===== src/rtl/display_pkg.sv =====
// Shared constants for the seven-segment scan driver: active-high segment patterns {g,f,e,d,c,b,a}.
// Optional build macro used by the top: LEADING_ZERO_BLANK_EN.
package display_pkg;

  localparam int NIBBLE_W = 4;

  localparam logic [6:0] SEG_0   = 7'h3F;
  localparam logic [6:0] SEG_1   = 7'h06;
  localparam logic [6:0] SEG_2   = 7'h5B;
  localparam logic [6:0] SEG_3   = 7'h4F;
  localparam logic [6:0] SEG_4   = 7'h66;
  localparam logic [6:0] SEG_5   = 7'h6D;
  localparam logic [6:0] SEG_6   = 7'h7D;
  localparam logic [6:0] SEG_7   = 7'h07;
  localparam logic [6:0] SEG_8   = 7'h7F;
  localparam logic [6:0] SEG_9   = 7'h6F;
  localparam logic [6:0] SEG_A   = 7'h77;
  localparam logic [6:0] SEG_B   = 7'h7C;
  localparam logic [6:0] SEG_C   = 7'h39;
  localparam logic [6:0] SEG_D   = 7'h5E;
  localparam logic [6:0] SEG_E   = 7'h79;
  localparam logic [6:0] SEG_F   = 7'h71;
  localparam logic [6:0] SEG_OFF = 7'h00;

  // Maps an active-high segment pattern onto the board's pin polarity.
  function automatic logic [6:0] seg_pol(input logic [6:0] seg_hi, input logic active_low);
    return active_low ? ~seg_hi : seg_hi;
  endfunction

endpackage


===== src/rtl/hex_to_seg.sv =====
// Combinational hex nibble to active-high seven-segment decoder (0-9, A, b, C, d, E, F).
// Zero latency; polarity is applied by the instantiating module.
module hex_to_seg
  import display_pkg::*;
(
  input  logic [NIBBLE_W-1:0] nibble_i,
  output logic [6:0]          seg_o
);

  always_comb begin
    seg_o = SEG_OFF;
    case (nibble_i)
      4'h0: seg_o = SEG_0;
      4'h1: seg_o = SEG_1;
      4'h2: seg_o = SEG_2;
      4'h3: seg_o = SEG_3;
      4'h4: seg_o = SEG_4;
      4'h5: seg_o = SEG_5;
      4'h6: seg_o = SEG_6;
      4'h7: seg_o = SEG_7;
      4'h8: seg_o = SEG_8;
      4'h9: seg_o = SEG_9;
      4'hA: seg_o = SEG_A;
      4'hB: seg_o = SEG_B;
      4'hC: seg_o = SEG_C;
      4'hD: seg_o = SEG_D;
      4'hE: seg_o = SEG_E;
      default: seg_o = SEG_F;
    endcase
  end

endmodule


===== src/rtl/display_scan_driver.sv =====
// Time-multiplexed seven-segment scan driver; all outputs registered, one cycle behind cnt/idx.
// New digits take effect only at frame boundaries; LEADING_ZERO_BLANK_EN suppresses leading zeros.
module display_scan_driver
  import display_pkg::*;
#(
  parameter int DIGITS       = 4,
  parameter int SCAN_DIV     = 50000,
  parameter int BLANK_CYCLES = 500,
  parameter int ACTIVE_LOW   = 1
) (
  input  logic                       clock_in,
  input  logic                       reset,
  input  logic [NIBBLE_W*DIGITS-1:0] digits_in,
  input  logic [DIGITS-1:0]          dp_in,
  input  logic                       load,
  output logic [6:0]                 seg_out,
  output logic                       dp_out,
  output logic [DIGITS-1:0]          an_out,
  output logic                       frame_done
);

  localparam int CNT_W = $clog2(SCAN_DIV);
  localparam int IDX_W = $clog2(DIGITS);
  localparam logic              POL_LOW  = (ACTIVE_LOW != 0);
  localparam logic [6:0]        SEG_INACT = {7{POL_LOW}};
  localparam logic [DIGITS-1:0] AN_INACT  = {DIGITS{POL_LOW}};

  logic [CNT_W-1:0]           cnt_q, cnt_d;
  logic [IDX_W-1:0]           idx_q, idx_d;
  logic [NIBBLE_W*DIGITS-1:0] pend_dig_q, pend_dig_d;
  logic [DIGITS-1:0]          pend_dp_q, pend_dp_d;
  logic [NIBBLE_W*DIGITS-1:0] disp_dig_q, disp_dig_d;
  logic [DIGITS-1:0]          disp_dp_q, disp_dp_d;

  logic [6:0]        seg_q, seg_d;
  logic              dp_q, dp_d;
  logic [DIGITS-1:0] an_q, an_d;
  logic              frame_q, frame_d;

  logic slot_end, frame_end, in_blank;

  assign slot_end  = (cnt_q == CNT_W'(SCAN_DIV - 1));
  assign frame_end = slot_end && (idx_q == IDX_W'(DIGITS - 1));
  assign in_blank  = (32'(cnt_q) < 32'(BLANK_CYCLES));

  always_comb begin
    cnt_d = slot_end ? '0 : cnt_q + 1'b1;
    idx_d = idx_q;
    if (slot_end) begin
      idx_d = (idx_q == IDX_W'(DIGITS - 1)) ? '0 : idx_q + 1'b1;
    end
  end

  // A load on the boundary cycle itself goes straight through to the display copy.
  always_comb begin
    pend_dig_d = load ? digits_in : pend_dig_q;
    pend_dp_d  = load ? dp_in     : pend_dp_q;
    disp_dig_d = frame_end ? pend_dig_d : disp_dig_q;
    disp_dp_d  = frame_end ? pend_dp_d  : disp_dp_q;
  end

  logic [NIBBLE_W-1:0] nib [DIGITS];

  for (genvar k = 0; k < DIGITS; k++) begin : g_nib
    assign nib[k] = disp_dig_q[k*NIBBLE_W +: NIBBLE_W];
  end

  logic [DIGITS-1:0] lz_blank;

`ifdef LEADING_ZERO_BLANK_EN
  logic lz_run;

  // Zeros are blanked from the top digit down until the first nonzero; digit 0 always shows.
  always_comb begin
    lz_blank = '0;
    lz_run   = 1'b1;
    for (int k = DIGITS - 1; k > 0; k--) begin
      lz_run      = lz_run & (nib[k] == '0);
      lz_blank[k] = lz_run;
    end
  end
`else
  assign lz_blank = '0;
`endif

  logic [NIBBLE_W-1:0] cur_nib;
  logic [6:0]          seg_hi;
  logic [DIGITS-1:0]   an_hot;

  assign cur_nib = nib[idx_q];
  assign an_hot  = DIGITS'(1) << idx_q;

  hex_to_seg u_hex_to_seg (
    .nibble_i (cur_nib),
    .seg_o    (seg_hi)
  );

  always_comb begin
    seg_d   = SEG_INACT;
    dp_d    = POL_LOW;
    an_d    = AN_INACT;
    frame_d = frame_end;
    if (!in_blank) begin
      an_d  = POL_LOW ? ~an_hot : an_hot;
      seg_d = lz_blank[idx_q] ? SEG_INACT : seg_pol(seg_hi, POL_LOW);
      dp_d  = disp_dp_q[idx_q] ^ POL_LOW;
    end
  end

  always_ff @(posedge clock_in or posedge reset) begin
    if (reset) begin
      cnt_q      <= '0;
      idx_q      <= '0;
      pend_dig_q <= '0;
      pend_dp_q  <= '0;
      disp_dig_q <= '0;
      disp_dp_q  <= '0;
      seg_q      <= SEG_INACT;
      dp_q       <= POL_LOW;
      an_q       <= AN_INACT;
      frame_q    <= 1'b0;
    end else begin
      cnt_q      <= cnt_d;
      idx_q      <= idx_d;
      pend_dig_q <= pend_dig_d;
      pend_dp_q  <= pend_dp_d;
      disp_dig_q <= disp_dig_d;
      disp_dp_q  <= disp_dp_d;
      seg_q      <= seg_d;
      dp_q       <= dp_d;
      an_q       <= an_d;
      frame_q    <= frame_d;
    end
  end

  assign seg_out    = seg_q;
  assign dp_out     = dp_q;
  assign an_out     = an_q;
  assign frame_done = frame_q;

endmodule


===== config.mk =====
export PLATFORM = sky130hd
export DESIGN_NAME = display_scan_driver
export DESIGN_NICKNAME = d
export VERILOG_FILES = /design/src/rtl/display_pkg.sv /design/src/rtl/hex_to_seg.sv /design/src/rtl/display_scan_driver.sv
export SDC_FILE = /design/constraint.sdc
export NUM_CORES = 1
export LEC_CHECK = 0
export ABC_AREA = 1
export ABC_CLOCK_PERIOD_IN_PS = 2800
export CAP_MARGIN = 40
export CORE_UTILIZATION = 57
export CTS_BUF_LIST = sky130_fd_sc_hd__clkbuf_4 sky130_fd_sc_hd__clkbuf_8 sky130_fd_sc_hd__clkbuf_16
export DETAILED_ROUTE_END_ITERATION = 10
export MAX_ROUTING_LAYER = met4
export PLACE_DENSITY_LB_ADDON = 0.25
export SETUP_SLACK_MARGIN = 0.1
export SYNTH_ARGS = -nofsm -noshare
export SYNTH_HDL_FRONTEND = slang
export SYNTH_SLANG_ARGS = --single-unit

===== constraint.sdc =====
create_clock -name clock_in -period 2.8 [get_ports clock_in]
set_input_delay 0.56 -clock clock_in [delete_from_list [all_inputs] [get_ports clock_in]]
set_output_delay 0.56 -clock clock_in [all_outputs]
set_load 0.02 [all_outputs]

=== Word level (Yosys, flattened, before mapping) ===
Memories as Yosys holds them, arrays and structs flattened.
Cells that the tools add are included.

* Add/subtract/negate cells: 2
* $mul: 0
* Divide/modulo/power cells: 0
* $lt $le $gt $ge: 3
* Eq/ne operators: 2
* Shifts and indexed selects: 1
* Multiplexer cells: 15
* Bitwise logic cells: 4
* Reductions and logical operators: 1

{| class="wikitable"
|+ Operators with widths
! cell !! number
|-
| $mux W16 || 2
|-
| $add A16 B1 Y16 const B || 1
|-
| $eq A16 B16 Y1 const B || 1
|-
| $lt A16 B9 Y1 const B || 1
|-
| $mux W4 || 4
|-
| $mux W7 || 2
|-
| $bmux W4 S2 || 1
|-
| $not A7 Y7 || 1
|-
| $bmux W1 S2 || 2
|-
| $not A4 Y4 || 1
|-
| $shl A1 B2 Y4 const A || 1
|-
| $ge A3 B3 Y1 const B || 1
|-
| $lt A2 B3 Y1 const B || 1
|-
| $mux W1 || 3
|-
| $not A2 Y3 || 1
|-
| $add A2 B1 Y2 const B || 1
|-
| $eq A2 B2 Y1 const B || 1
|-
| $mux W2 || 1
|-
| $logic_and A1 B1 Y1 || 1
|-
| $not A1 Y1 || 1
|}

* Register bits: 71
* Bits in latches: 0
* Memory bits (writable): 0
* Bits in read-only memories: 112
* Output and inout bits: 13
* Word-level logic and storage cells: 39
* Memories kept: 1

{| class="wikitable"
|+ Memories
! memory !! depth !! bits a word !! rd ports !! clocked after Yosys merged registers in !! wr ports !! line !! RTL
|-
| (name not given) || 16 || 7 || 1 || 0 || 0 || hex_to_seg.sv:12 || <nowiki>case (nibble_i)</nowiki>
|}

=== Depth between registers and ports, before layout ===
Gate-level depths: netlist of the first run.
An unclocked memory read counts as a cell.

* Word-level depth: 8
* Gate-level depth with buffers: 11

=== Cells and area by module ===
Synthesis of the first run repeated with hierarchy kept, for this count alone.

* Cells, all modules: 431
* Area total of the unflattened synthesis: 3534.6 µm²

{| class="wikitable"
|+ Modules (own cells, without submodules)
! module !! instances !! cells each !! area an instance (µm²)
|-
| display_scan_driver || 1 || 379 || 3264.4
|-
| hex_to_seg || 1 || 52 || 270.3
|}

=== Worst setup path before layout of the first run ===
No wires, ideal clock.

* Path type: register to register
* Start: reg idx_q[0]
* End: reg seg_q[5], in the netlist seg_out[5]
* Arrival: 1.451 ns
* Required time: 2.723 ns
* Slack: 1.272 ns
* Stages on the path, launching flop included: 11
* Path buffers: 1
* Clock period less this slack: 1.528 ns
* Cell sequence: dfrtp_1 -> buf_4 -> nand2_1 -> nand3_1 -> nand2_1 -> inv_1 -> ha_1 -> nand3_1 -> nor2_1 -> nor2_1 -> nand2_1

* Word-level cells in the longest chain between the ends: 8

{| class="wikitable"
|+ RTL lines
! item !! line !! RTL
|-
| start: declaration || display_scan_driver.sv:29 || <nowiki>logic [IDX_W-1:0] idx_q, idx_d;</nowiki>
|-
| start signal: assignment || display_scan_driver.sv:124 || <nowiki>idx_q <= idx_d;</nowiki>
|-
| $not A2 Y3 (implied by the code) || display_scan_driver.sv:90 || <nowiki>assign cur_nib = nib[idx_q];</nowiki>
|-
| $bmux W4 S2 || display_scan_driver.sv:90 ||
|-
| $mux W4 (implied by the code) (2 in a row) || display_scan_driver.sv:90 ||
|-
| $mem_v2 Z16 W7 || -- ||
|-
| $not A7 Y7 || display_pkg.sv:27 || <nowiki>return active_low ? ~seg_hi : seg_hi;</nowiki>
|-
| $mux W7 (*) || display_scan_driver.sv:105 || <nowiki>seg_d = lz_blank[idx_q] ? SEG_INACT : seg_pol(seg_hi, POL_LOW);</nowiki>
|-
| $mux W7 (*) || display_scan_driver.sv:103 || <nowiki>if (!in_blank) begin</nowiki>
|-
| net seg_d[5] || display_scan_driver.sv:35 || <nowiki>logic [6:0] seg_q, seg_d;</nowiki>
|-
| end signal: assignment || display_scan_driver.sv:129 || <nowiki>seg_q <= seg_d;</nowiki>
|-
| end: declaration || display_scan_driver.sv:35 ||
|}

Mark *: on every way through the listed nets, which the timed path passes. The rest lies on a longest branch. The select of a mux whose other input is x is not followed.
A chain may end at the register's enable or synchronous reset.

=== Final worst setup path of the first run ===
* Start: reg an_q[1], in the netlist an_out[1]
* End: out an_out[1]

{| class="wikitable"
|+ RTL lines
! item !! line !! RTL
|-
| start: declaration || display_scan_driver.sv:37 || <nowiki>logic [DIGITS-1:0] an_q, an_d;</nowiki>
|-
| start signal: assignment || display_scan_driver.sv:131 || <nowiki>an_q <= an_d;</nowiki>
|-
| end: declaration || display_scan_driver.sv:18 || <nowiki>output logic [DIGITS-1:0] an_out,</nowiki>
|}

No word-level cell between the ends.

==> results of run 1 <==
## cell usage after synthesis
| library cell | instances |
|---|---|
| sky130_fd_sc_hd__o21ai_0 | 26 |
| sky130_fd_sc_hd__dfstp_2 | 12 |
| sky130_fd_sc_hd__inv_1 | 48 |
| sky130_fd_sc_hd__inv_2 | 5 |
| sky130_fd_sc_hd__nand3_1 | 25 |
| sky130_fd_sc_hd__a21oi_1 | 2 |
| sky130_fd_sc_hd__nand2_2 | 3 |
| sky130_fd_sc_hd__clkinv_2 | 1 |
| sky130_fd_sc_hd__o22ai_1 | 1 |
| sky130_fd_sc_hd__buf_1 | 1 |
| sky130_fd_sc_hd__xor2_1 | 6 |
| sky130_fd_sc_hd__nand3_4 | 2 |
| sky130_fd_sc_hd__nand4_2 | 1 |
| sky130_fd_sc_hd__nor3b_1 | 1 |
| sky130_fd_sc_hd__nand4_1 | 22 |
| sky130_fd_sc_hd__nor2_8 | 1 |
| sky130_fd_sc_hd__nand2_1 | 128 |
| sky130_fd_sc_hd__nor3_1 | 1 |
| sky130_fd_sc_hd__a21o_1 | 1 |
| sky130_fd_sc_hd__dfrtp_1 | 59 |
| sky130_fd_sc_hd__nor2_4 | 2 |
| sky130_fd_sc_hd__a31oi_1 | 1 |
| sky130_fd_sc_hd__nand2_4 | 2 |
| sky130_fd_sc_hd__clkbuf_1 | 5 |
| sky130_fd_sc_hd__nand3_2 | 1 |
| sky130_fd_sc_hd__nor2_1 | 40 |
| sky130_fd_sc_hd__nor2_2 | 1 |
| sky130_fd_sc_hd__buf_6 | 7 |
| sky130_fd_sc_hd__ha_1 | 11 |
| sky130_fd_sc_hd__buf_4 | 1 |
## cell type report
type                            count  area [um2]
Multi-Input combinational cell    278        1400
Sequential cell                    71        1790
Clock buffer                       10         138
Clock inverter                      6         108
Timing Repair Buffer               41         408
Tap cell                           75        93.8
Inverter                           54         204
Fill cell                         478        1770
## per-layer routing
| metal | GRT usage, % | part of all wire, % | vias up |
|---|---|---|---|
| met3 | 3.52 | 3.4 | 18 |
| met1 | 30.5 | 44 | 1314 |
| met2 | 42.5 | 49 | 59 |
| met4 | 13.2 | 2.9 | 0 |
| li1 | - | - | 1382 |
| met5 | - | 0 | - |
## path summary, 6_finish.rpt
check / slack [ns] / depth (start not counted) / endpoint
min: 0.47 / 1 / cnt_q[0]
min reg2reg: 0.47 / 1 / cnt_q[0]
max: 0.77 / 1 / an_out[1]
min in group asynchronous: 0.52 / 2 / disp_dig_q[6]
max in group asynchronous: 1.74 / 3 / pend_dig_q[4]
max reg2reg: 0.95 / 6 / disp_dig_q[0]
## registers in the layout, summed over array words and instances (netlist names)
signal and count:
an_out 4, cnt_q 16, disp_dig_q 16, disp_dp_q 4
dp_out 1, frame_done 1, idx_q 2, pend_dig_q 16
pend_dp_q 4, seg_out 7
## placed cells by master, fill, tap and decap left out, types with 2 or more instances in the layout
master,instances
sky130_fd_sc_hd__nand2_1,128
sky130_fd_sc_hd__dfrtp_1,59
sky130_fd_sc_hd__inv_1,47
sky130_fd_sc_hd__nor2_1,40
sky130_fd_sc_hd__clkdlybuf4s50_1,35
sky130_fd_sc_hd__o21ai_0,26
sky130_fd_sc_hd__nand3_1,25
sky130_fd_sc_hd__nand4_1,22
sky130_fd_sc_hd__dfstp_2,12
sky130_fd_sc_hd__ha_1,11
sky130_fd_sc_hd__clkbuf_8,10
sky130_fd_sc_hd__inv_2,6
sky130_fd_sc_hd__xor2_1,6
sky130_fd_sc_hd__buf_4,5
sky130_fd_sc_hd__nand2_2,3
sky130_fd_sc_hd__clkinv_2,3
sky130_fd_sc_hd__bufinv_16,3
sky130_fd_sc_hd__nor2_4,2
sky130_fd_sc_hd__nand3_4,2
sky130_fd_sc_hd__nand2_4,2
sky130_fd_sc_hd__a21oi_1,2
## report_power, final
part           total, mW  leakage (nW)  internal, mW  switching (mW)
combinational     0.0975          1.10        0.0437          0.0538
clock               1.00         0.122         0.613           0.389
sequential          1.06         0.795          1.05         0.00803
## cells by family after synthesis
family,after synthesis
DFF,71
adders and majority gates,11
buffers and inverters,68
and+or+nand+nor,230
xor gates and xnor gates,6
AOI/OAI and AO/OA,31
==> flow_summary.ini, run 1 <==
[synthesis]
synth_top_cell_by_area = sky130_fd_sc_hd__dfrtp_1
yosys.cell_types.count = 30
post_synth_inst_count = 417
post_synth_fa_ha_maj_area_fraction_pct = 3.92
synth.area.top_cells = sky130_fd_sc_hd__dfrtp_1, sky130_fd_sc_hd__nand2_1, sky130_fd_sc_hd__dfstp_2
postSynthAreaPerCell_um2 = 8.41
synth_compound_gate_area_share_pct = 4.56
synth_top_family_by_area = simple AND/OR/NAND/NOR gates
synth_xor_area_share_pct = 1.50
synth_seq_area_share_pct = 51.1
post_synth_mux_area_share_pct = 0
yosysWarningCount = 0
synth_largest_type_area_fraction_pct = 42.1
synth_simple_gate_area_share_pct = 30.0
syn_area_um2 = 3510
synthesis.nets = 451
yosys_register_bits = 71

[worst_setup_path]
crit-reg2reg-launch = cnt_q[5]
critical_path_peak_fanout = 1
endpoint_arrival_time_on_the_critical_path_ns = 1.47
critPathSlowestCell = sky130_fd_sc_hd__clkdlybuf4s50_1
cp_cell_sequence = clkdlybuf4s50_1
worstPathBufferInverterCount = 1
critical_path.top_delay_family = buffers and inverters
cpPeakStageDelay_ns = 0.59
critical_path.startpoint = an_out[1]
worstSetupEndpointType = output port
worstSetupPathType = register to output port
cp.required_ns = 2.24
worst_setup_path_start_kind = register

[layout]
drive_above_1_share_pct = 11.7
finalNonFillerCells = 535
design.final.nets = 489
antenna_cells_inserted = 0
utilization_pct = 70.0
area.growth.synth_to_final_pct = 18.2
fin_area_um2 = 4150

[worst_hold_path]
worstHoldStart = cnt_q[0]
hold_path_class = register to register

[global_route]
grtUsageTotal_pct = 25.6
antenna_violations_before_repair = 0
number_of_global_route_vias_before_repair = 2780
first_pass_grt_wire_length_mm = 12.2
grt_start_max_net_pins = 41
grt_overflow_total = 0

[timing]
final.setup.tns_ns = 0
setup-violations-final = 0
finalMaxSlewViolations = 0
hold_viol_final = 0
fin_crit_ns = 2.03
max_freq_mhz = 493
holdWs_ns = 0.475
worst_pin_slew_ns = 0.611
timing.slew.headroom_pct = 59.2
grt_setup_unrepaired = no
finalCritPeriodShare_pct = 72.5
final.setup_skew_ns = 0.00665
postLayoutSetupSlackWorst_ns = 0.771

[clock_network]
cts_resized = 0
cts_max_path_buffers = 2
cts.root.buffer_cell = sky130_fd_sc_hd__clkbuf_8
h-tree-depth = 3
tritoncts.num_buffers = 9
clk-insertion-delay-late_ns = 0.35
clk_pin_slew_ns = 0.07
postCtsSetupBuffers = 0
clock_tree_from_tritoncts = done
post_cts_hold_buffer_count = 0
cts.sink_count = 71

[placement]
dp.cells = 519
portbufs = 35
place_ws_ns = 0.916
gp_routability_congestion = 0.846
detailed_place.area_um2 = 3900
hpwlAfterDp_mm = 4.78

[route]
drt_drc_violations_left = 0
drtAntennaViolNets = 0
via_per_inst = 5.18
drtIter0Drc = 169
drt-total-wl_mm = 7.04
drtPass1Iterations = 4
avgRoutedWirePerCell_um = 13.2
via_count = 2773

[die]
fp-row-count = 28
chipHeight_um = 80.5
design.die.area_um2 = 6470
core-area_um2 = 5920
floorplan.io_pins = 36
floorplan.die.width_um = 80.5
initial_standard_cell_utilization_of_the_core_pct = 59.3

[power_and_ir_drop]
max-vdd-ir-drop_mv = 0.334
power.static_leakage_nw = 2.02
p_per_area_nw_per_um2 = 521
p_total_mw = 2.16

[flow_run]
max_cap_viol_count = 0

[status]
run_status = finished, final reports clean
Power figures use the tool's default switching activity.
==> run 2: changes to the inputs <==
--- a/config.mk
+++ b/config.mk
@@ -6,7 +6,7 @@
 export NUM_CORES = 1
 export LEC_CHECK = 0
 export ABC_AREA = 1
-export ABC_CLOCK_PERIOD_IN_PS = 2800
+export ABC_CLOCK_PERIOD_IN_PS = 2070
 export CAP_MARGIN = 40
 export CORE_UTILIZATION = 57
 export CTS_BUF_LIST = sky130_fd_sc_hd__clkbuf_4 sky130_fd_sc_hd__clkbuf_8 sky130_fd_sc_hd__clkbuf_16
==> constraint.sdc (replaced) <==
create_clock -name clock_in -period 2.07 [get_ports clock_in]
set_input_delay 0.414 -clock clock_in [delete_from_list [all_inputs] [get_ports clock_in]]
set_output_delay 0.414 -clock clock_in [all_outputs]
set_load 0.02 [all_outputs]
==> flow_summary.ini, run 2 (synthesized netlist as in run 1, its figures left out) <==
[clock_network]
clock_tree_from_tritoncts = done
clk-insertion-delay-late_ns = 0.35
tritoncts.num_buffers = 9
cts_resized = 0
cts.sink_count = 71
cts.root.buffer_cell = sky130_fd_sc_hd__clkbuf_8
post_cts_hold_buffer_count = 0
h-tree-depth = 3
clk_pin_slew_ns = 0.07
postCtsSetupBuffers = 0
cts_max_path_buffers = 2

[placement]
portbufs = 35
detailed_place.area_um2 = 3910
hpwlAfterDp_mm = 4.64
gp_routability_congestion = 0.877

[route]
drtIter0Drc = 190
avgRoutedWirePerCell_um = 12.4
drt-total-wl_mm = 6.64
drt_drc_violations_left = 0
via_count = 2720
drtAntennaViolNets = 0
drtPass1Iterations = 4
via_per_inst = 5.07

[timing]
holdWs_ns = 0.481
max_freq_mhz = 532
final.setup_skew_ns = 0.00998
timing.slew.headroom_pct = 75.8
fin_crit_ns = 1.88
final.setup.tns_ns = 0
finalMaxSlewViolations = 0
finalCritPeriodShare_pct = 90.8
grt_setup_unrepaired = no
hold_viol_final = 0
setup-violations-final = 0
worst_pin_slew_ns = 0.363

[layout]
antenna_cells_inserted = 0
reg.largest.list = cnt_q: 16 flops, disp_dig_q: 16 flops, pend_dig_q: 16 flops
area.growth.synth_to_final_pct = 18.3
utilization_pct = 70.1
drive_above_1_share_pct = 12.1
final.fill_count = 476
fin_area_um2 = 4150
mostFrequentLayoutCell = sky130_fd_sc_hd__nand2_1
design.final.nets = 490
mostFrequentLayoutCells = sky130_fd_sc_hd__nand2_1, sky130_fd_sc_hd__dfrtp_1, sky130_fd_sc_hd__inv_1

[worst_hold_path]
worstHoldStart = disp_dig_q[0]
hold_path_class = register to register
min_delay_path_depth = 2
worstHoldEndpoint = disp_dig_q[0]

[worst_setup_path]
reg2reg_to = seg_out[0]
critPathSlowestCell = sky130_fd_sc_hd__clkdlybuf4s50_1
worstSetupPathType = register to output port
worstPathBufferInverterCount = 1
worstSetupEndpointType = output port
rrSetupSlack_ns = 0.37
rr_worst_depth = 10
crit-reg2reg-launch = idx_q[0]
endpoint_arrival_time_on_the_critical_path_ns = 1.47
critical_path.top_delay_family = buffers and inverters
critical_path_peak_fanout = 1
timing.critical_path.depth = 1
cpPeakStageDelay_ns = 0.60
cp_cell_sequence = clkdlybuf4s50_1
worst_setup_path_start_kind = register
cp.required_ns = 1.66

[global_route]
first_pass_grt_wire_length_mm = 11.3
number_of_global_route_vias_before_repair = 2590
antenna_violations_before_repair = 0
grt_overflow_total = 0
grtUsageTotal_pct = 23.8
grt_start_max_net_pins = 72

[flow_run]
max_cap_viol_count = 0

[die]
initial_standard_cell_utilization_of_the_core_pct = 59.3
floorplan.io_pins = 36
chipHeight_um = 80.5
floorplan.die.width_um = 80.5
design.die.area_um2 = 6470
core-area_um2 = 5920
fp-row-count = 28

[power_and_ir_drop]
netSwitchingPower_uw = 587
p_comb_share_pct = 4.4
p_per_area_nw_per_um2 = 688
power.static_leakage_nw = 2.02
power.share.clock_pct = 45.4
switching_share_pct = 20.6
cell_internal_pwr_mw = 2.27
power.share.sequential_pct = 50.1
p_total_mw = 2.86
max-vdd-ir-drop_mv = 0.498

[status]
run_status = finished, final reports clean
[run 2: cell type report]
cell class	instances	area [um2]	area share, %
sequential	71	1790	43.2
clock buffer	13	173	4.16
multi-input combinational	278	1400	33.8
timing repair buffer	42	415	10.0
inverter	54	208	5.00
clock inverter	3	65.1	1.57
tap	75	93.8	2.26
[run 2: worst max-delay path by stage]
stage	end	startpoint	slack [ns]
after detailed placement	seg_out[0]	idx_q[0]	0.30
after global routing	an_out[3]	an_out[3]	0.16
after floorplan	seg_out[5]	idx_q[0]	0.54
after global placement	seg_out[5]	idx_q[0]	0.39
final	an_out[3]	an_out[3]	0.19
after CTS	an_out[3]	an_out[3]	0.16
[run 2: metrics by stage]
stage               std cells  setup slack (ns)
floorplan                 417             0.542
global placement          520             0.391
detailed placement        520             0.300
CTS                       536             0.165
global route              536             0.161
finish                    536             0.190
[run 2: metal layers]
layer / GRT usage, % / part of all wire [%]
met4: 12.7 / 2.4
met1: 28.7 / 47
met3: 4.09 / 3.9
met2: 38.1 / 47
met5: - / 0
[run 2: power by group through the flow]
stage | Sequential (mW) | Combinational, mW | Clock [mW]
2_1_floorplan | 1.45 | 0.0642 | 0
3_3_place_gp | 1.46 | 0.126 | 0
3_5_place_dp | 1.46 | 0.129 | 0
4_1_cts | 1.43 | 0.130 | 1.32
5_1_grt | 1.43 | 0.147 | 1.36
6_report | 1.43 | 0.127 | 1.30
